`config.mk`:
```
export PLATFORM = sky130hd
export DESIGN_NAME = glove_letter_encoder
export DESIGN_NICKNAME = d
export VERILOG_FILES = /design/src/rtl/glove_letter_encoder.sv
export SDC_FILE = /design/constraint.sdc
export NUM_CORES = 1
export LEC_CHECK = 0
export BUFFER_PORTS_ARGS = -buffer_cell sky130_fd_sc_hd__buf_2
export CORE_ASPECT_RATIO = 1.5
export CORE_MARGIN = 8
export CORE_UTILIZATION = 49
export CTS_BUF_LIST = sky130_fd_sc_hd__clkbuf_8
export DETAILED_ROUTE_END_ITERATION = 8
export PLACE_DENSITY = 0.77
export SKIP_CTS_REPAIR_TIMING = 1
export SYNTH_ARGS = -nofsm -noshare
export SYNTH_HDL_FRONTEND = slang
export SYNTH_SLANG_ARGS = --single-unit
```
`constraint.sdc`:
```
create_clock -name CLOCK_50 -period 3.4 [get_ports CLOCK_50]
set_clock_uncertainty 0.1 [all_clocks]
set_input_delay 0.17 -clock CLOCK_50 [delete_from_list [all_inputs] [get_ports CLOCK_50]]
set_output_delay 0.17 -clock CLOCK_50 [all_outputs]
set_load 0.01 [all_outputs]
```
`src/rtl/glove_letter_encoder.sv`:
```
// Debounces a 5-bit glove finger code and hands each stable legal letter to the glyph drawer.
// Optional LETTER_REPEAT_EN: re-issue a held letter every REPEAT_CYCLES while it stays held.
module glove_letter_encoder #(
  parameter int STABLE_CYCLES = 25000000,
  parameter int REPEAT_CYCLES = 50000000
) (
  input  logic       CLOCK_50,
  input  logic       resetn,
  input  logic [4:0] GPIO_0,
  input  logic       busy,
  output logic [4:0] letter,
  output logic       draw,
  output logic [7:0] letter_cnt
);

  typedef enum logic [2:0] {IDLE, SETTLE, ISSUE, WAIT_DONE, REARM} stateType;

  localparam logic [27:0] STABLE_LAST = 28'(STABLE_CYCLES - 1);
`ifdef LETTER_REPEAT_EN
  localparam logic [27:0] REPEAT_LAST = 28'(REPEAT_CYCLES - 1);
`endif

  stateType    stateReg, stateNext;
  logic [4:0]  syncMeta, syncReg;
  logic [27:0] countReg, countNext;
  logic [4:0]  candReg, candNext;
  logic [4:0]  letterReg, letterNext;
  logic        drawReg, drawNext;
  logic [7:0]  letterCntReg, letterCntNext;

  // Rest plus the five codes the glove cannot form reliably are never issued.
  function automatic logic isLegal(input logic [4:0] code);
    return !(code inside {5'b00000, 5'b00100, 5'b01010, 5'b10110, 5'b11010, 5'b11011});
  endfunction

  always_ff @(posedge CLOCK_50 or negedge resetn) begin
    if (!resetn) begin
      syncMeta     <= '0;
      syncReg      <= '0;
      stateReg     <= IDLE;
      countReg     <= '0;
      candReg      <= '0;
      letterReg    <= '0;
      drawReg      <= 1'b0;
      letterCntReg <= '0;
    end else begin
      syncMeta     <= GPIO_0;
      syncReg      <= syncMeta;
      stateReg     <= stateNext;
      countReg     <= countNext;
      candReg      <= candNext;
      letterReg    <= letterNext;
      drawReg      <= drawNext;
      letterCntReg <= letterCntNext;
    end
  end

  always_comb begin
    stateNext     = stateReg;
    countNext     = countReg;
    candNext      = candReg;
    letterNext    = letterReg;
    drawNext      = drawReg;
    letterCntNext = letterCntReg;
    case (stateReg)
      IDLE: begin
        if (isLegal(syncReg)) begin
          candNext  = syncReg;
          countNext = '0;
          stateNext = SETTLE;
        end
      end
      SETTLE: begin
        if (syncReg != candReg) begin
          countNext = '0;
          stateNext = IDLE;
        end else if (countReg == STABLE_LAST) begin
          letterNext = candReg;
          drawNext   = 1'b1;
          stateNext  = ISSUE;
        end else begin
          countNext = countReg + 28'd1;
        end
      end
      ISSUE: begin
        // Waits indefinitely for the drawer; the glove input is not looked at here.
        if (busy) begin
          drawNext      = 1'b0;
          letterCntNext = letterCntReg + 8'd1;
          stateNext     = WAIT_DONE;
        end
      end
      WAIT_DONE: begin
        if (!busy) begin
          countNext = '0;
          stateNext = REARM;
        end
      end
      REARM: begin
        if (syncReg != letterReg) begin
          stateNext = IDLE;
`ifdef LETTER_REPEAT_EN
        end else if (countReg == REPEAT_LAST) begin
          drawNext  = 1'b1;
          countNext = '0;
          stateNext = ISSUE;
        end else begin
          countNext = countReg + 28'd1;
`endif
        end
      end
      default: stateNext = IDLE;
    endcase
  end

  assign letter     = letterReg;
  assign draw       = drawReg;
  assign letter_cnt = letterCntReg;

endmodule

```
# Word level (Yosys, flattened, before mapping)
# Cells that the tools add are included.
# op_classes
n_reduce_logical,11
n_bitwise,2
eq_ne,20
n_addsub,2
mux,16
# op_table
op,count
two-way mux 28 bit,4
case mux 28 bit (3 select lines),1
"adder 28 x 1 -> 28 bit, second input constant",1
"equality test 28 x 25 -> 1 bit, second input constant",1
two-way mux 3 bit,6
"equality test 5 bit, second input constant",3
case mux 3 bit (5 select lines),1
"!= test 2 bit, second input constant",6
!= test 5 bit,2
"adder 8 x 1 -> 8 bit, second input constant",1
AND reduction 4 bit,2
"equality test 3 x 2 -> 1 bit, second input constant",2
"!= test 3 bit, second input constant",2
nonzero test 6 bit,1
"equality test 5 x 3 -> 1 bit, second input constant",1
"equality test 5 x 4 -> 1 bit, second input constant",1
logical NOT 5 bit,1
AND reduction 5 bit,1
AND reduction 2 bit,2
"equality test 3 x 1 -> 1 bit, second input constant",1
"equality test 3 bit, second input constant",1
logical NOT 3 bit,1
two-way mux 1 bit,3
AND reduction 3 bit,1
other kinds (4),5
# totals
input_bits,8
word_cells,59
register_bits,60
output_inout_bits,14

# Logic depth before layout (Yosys ltp)
# depth
word_depth,4
depth_mapped,7
mapped_depth_nobuf,6

# Least setup slack after synthesis
# No wires, ideal clock.
# synth_timing
path_kind,register to register
start,register syncReg[1]
end,register countReg[14]
setup_slack_ps,1255
t_required_ps,3231
synth_period_minus_slack_ps,2145
t_arrival_ps,1976
path_buffers,2
path_stages_with_launch,8
setup_ps,69
path_cell_list,dfrtp_1 xor2_1 or3_1 clkbuf_2 or2_1 clkbuf_1 or4_1 nand3_1
# synth_between
elab_chain_cells,4
word_cells_on_any_way,13
classes_between,eq/ne (8); mux (2); reduce/logical (3)
# synth_lines
element,line_no,rtl
start: declaration,24,"logic [4:0] syncMeta, syncReg;"
start signal: assignment,48,syncReg <= syncMeta;
"equality test 5 x 3 -> 1 bit, or another cell as far along",33,"return !(code inside {5'b00000, 5'b00100, 5'b01010, 5'b10110, 5'b11010, 5'b11011});"
nonzero test 6 bit,33,
!= test 2 bit (no source line),n/a,
AND reduction 4 bit (no source line),n/a,
end signal: assignment,50,countReg <= countNext;
end: declaration,25,"logic [27:0] countReg, countNext;"
# Several ways; a longest one is shown, not always the timed one.
# A chain may end at the register's enable or synchronous reset.

# Final worst setup path
# layout_timing
start,register countReg[15]
end,register letterReg[2] (netlist: letter[2])
# layout_between
elab_chain_cells,2
# layout_lines
element,line_no,rtl
equality test 28 x 25 -> 1 bit,77,end else if (countReg == STABLE_LAST) begin
AND reduction 3 bit (no source line),n/a,
end signal: assignment,52,letterReg <= letterNext;
end: declaration,27,"logic [4:0] letterReg, letterNext;"
# No other way between the ends.

==> impl_metrics.yaml <==
outcome:
  status: "finished clean"
floorplanning:
  start_util: 0.495
  row_count: 36
  die_y_um: 114
  core_area_um2: 6350
  io_pins: 22
  dieArea_um2: 9290
  die_w_um: 81.4
sta:
  holdWs_ns: 0.0678
  hold_viol: 0
  setup_viol: 0
  clock.fmax_mhz: 398
  relSlewSlack: 0.505
  worst_slew_pin_slew_ns: 0.739
  rsz0062_at_grt: "no"
  worst_slack_ns: 0.889
  fin_crit_ns: 2.51
  drv_slew: 0
  period_share: 0.739
  setup_tns_ns: 0
setup_path:
  worstReg2RegEnd: "letter[2]"
  worst_ep_required_time_ns: 3.52
  r2r_slack_ns: 0.89
  regToRegStartpoint: "countReg[15]"
  start_kind: "flip-flop"
  crit_path_start: "countReg[15]"
  arrival_ns: 2.63
  path_max_fanout: 10
  critPathCapture: "letter[2]"
  path_class: "reg -> reg"
  crit_path_end_kind: "flip-flop"
  reg2regPathDepth: 5
placement:
  gp_congestion: 0.864
  numPortBuffers: 21
  hpwl_um: 4990
  place_ws_ns: 0.896
  placed_cells: 390
clock_tree:
  cts.sinks: 60
  h-tree-depth: 3
  cts_tree: "yes"
  clock_latency_ns: 0.34
  cts_inserted_buffers: 9
  path_clk_slew_ns: 0.07
  cts.path.max_buffers: 2
  cts_root_buf: "clkbuf_8"
synth:
  syn_nets: 315
  syn_inst: 305
  synth_cell_types: 56
  ys.flop_type: "dfrtp_1"
  synth-seq-cells: 60
  synth.cell_area_um2: 3140
  postSynthAreaPerCell_um2: 10.3
  synthArstFlopShare: 1.00
  synth_top_area_share: 0.478
  yosys-top-cells-area: "dfrtp_1 (48%), mux2_2 (3.9%), nand4_1 (3.6%)"
  ys_seq_area_frac: 0.478
  synth-edff-count: 0
  synth_largest_area_cell: "dfrtp_1"
  synth_warnings: 0
finish:
  nets: 341
  multi_input_area_um2: 1470
  fillers: 514
  final-seq-area_um2: 1500
  areaGrowthSynthToFinish_pct: 12.2
  drive_gt1_frac: 0.179
  stdcell_count: 412
  antenna_cells: 0
pwr:
  p_leak_nw: 1.58
  power.density_nw_per_um2: 495
  p_total_mw: 1.74
  vdd_ir_drop_max_uv: 348
route:
  antenna_left: 0
  wl_per_cell_um: 17.3
  dr_total_vias: 2523
  drt_wl_total_um: 7130
  vias_per_cell: 6.12
  drc: 0
  firstDrtPassIters: 5
  drt_iter0_drc: 222
job:
  drv_cap: 0
global_routing:
  grt_pass1_vias: 2626
  antenna_found_initial: 0
  grt_max_degree: 32
  gr-total-overflow: 0
  grt_pass1_wl_um: 12200
  grtUsageTotal: 0.169
hold_path:
  hold_class: "in -> reg"
  hold_start: "busy"
-- flip-flops by register name (all words and copies together), names as in the netlist --
signal,count
letter_cnt,8
syncMeta,5
syncReg,5
stateReg,3
candReg,5
letter,5
countReg,28
draw,1
-- metrics by stage --
stage	cell area (um^2)	utilization
6_report	3530	0.555
5_1_grt	3530	0.555
4_1_cts	3470	0.546
3_5_place_dp	3240	0.509
3_3_place_gp	3240	0.509
2_1_floorplan	3140	-
-- worst max-delay path, cell delays in order, from the launching register on --
cell,delay [ns]
dfrtp_1,0.44
nor4b_1,0.47
nand4_1,0.26
nor4_4,0.49
buf_4,0.28
mux2_2,0.35
-- layout make-up --
| cell class | instances | share of cell area |
|---|---|---|
| timing repair buffer | 32 | 0.0575 |
| multi-input combinational | 220 | 0.416 |
| clock inverter | 7 | 0.0305 |
| tap | 76 | 0.0270 |
| clock buffer | 9 | 0.0351 |
| inverter | 8 | 0.00851 |
| sequential | 60 | 0.426 |
-- routing by layer --
| metal | vias up | part of all wire | wire length [um] | GRT usage |
|---|---|---|---|---|
| met5 | - | 0 | 0 | 0 |
| met4 | 0 | 0.035 | 252 | 0.121 |
| met3 | 21 | 0.050 | 354 | 0.0472 |
| met2 | 91 | 0.52 | 3730 | 0.270 |
| met1 | 1216 | 0.39 | 2790 | 0.186 |
| li1 | 1195 | - | - | - |
-- cells in the mapped netlist, types with 6 or more instances --
cell      count
clkbuf_1      8
nand4_1      18
xnor2_1      11
nand2_1      24
inv_1         8
mux2_2       11
or4_1         8
dfrtp_1      60
or3_1         6
nand3_1      21
nor4_1        9
and3_1        6
a21oi_1       6
nor3_1        6
o21ai_0      19
nor2_1       13
xor2_1        8
-- layout by cell type (no fill, tap or decap), drive strengths merged, types with 3 or more instances in the layout --
master,synthesis,final
xor2,8,8
and3,8,8
nor2,13,13
o21ai,19,19
and2,3,3
a211o,3,3
xnor2,11,11
o211ai,3,3
or4,9,9
bufinv,0,3
a21oi,6,6
nand3,22,22
nand2,24,24
nor3,6,6
nand4,19,19
dfrtp,60,60
mux2,11,11
inv,8,10
clkbuf,12,9
buf,3,26
nor4,10,10
dlygate4sd3,0,6
or3,6,6
and4,6,6
-- how the worst min path moves through the flow --
stage          slack, ns  depth (start not counted)          end
3_3_place_gp        0.14                          1  countReg[9]
2_1_floorplan      -0.23                          0   candReg[0]
5_1_grt             0.08                          3  stateReg[2]
4_1_cts            -0.23                          1  countReg[9]
6_report            0.07                          3  stateReg[2]
3_5_place_dp        0.15                          1  countReg[9]
-- cells by family after synthesis --
family | count (synthesis) | share of synthesized area
AND/OR/NAND/NOR | 137 | 0.258
flip-flops | 60 | 0.478
AO/OA/AOI/OAI | 49 | 0.102
buffers and inverters | 25 | 0.0557
XOR/XNOR | 19 | 0.0529
multiplexers | 13 | 0.0458
adder cells (fa/ha/maj) | 2 | 0.00796
-- power breakdown --
group | internal, mW | leakage [nW] | switching, mW | total, mW
clock | 0.479 | 0.126 | 0.276 | 0.754
combinational | 0.0884 | 0.660 | 0.101 | 0.190
sequential | 0.755 | 0.796 | 0.0457 | 0.801
total | 1.32 | 1.58 | 0.422 | 1.74
(Power assumes the default switching activity.)
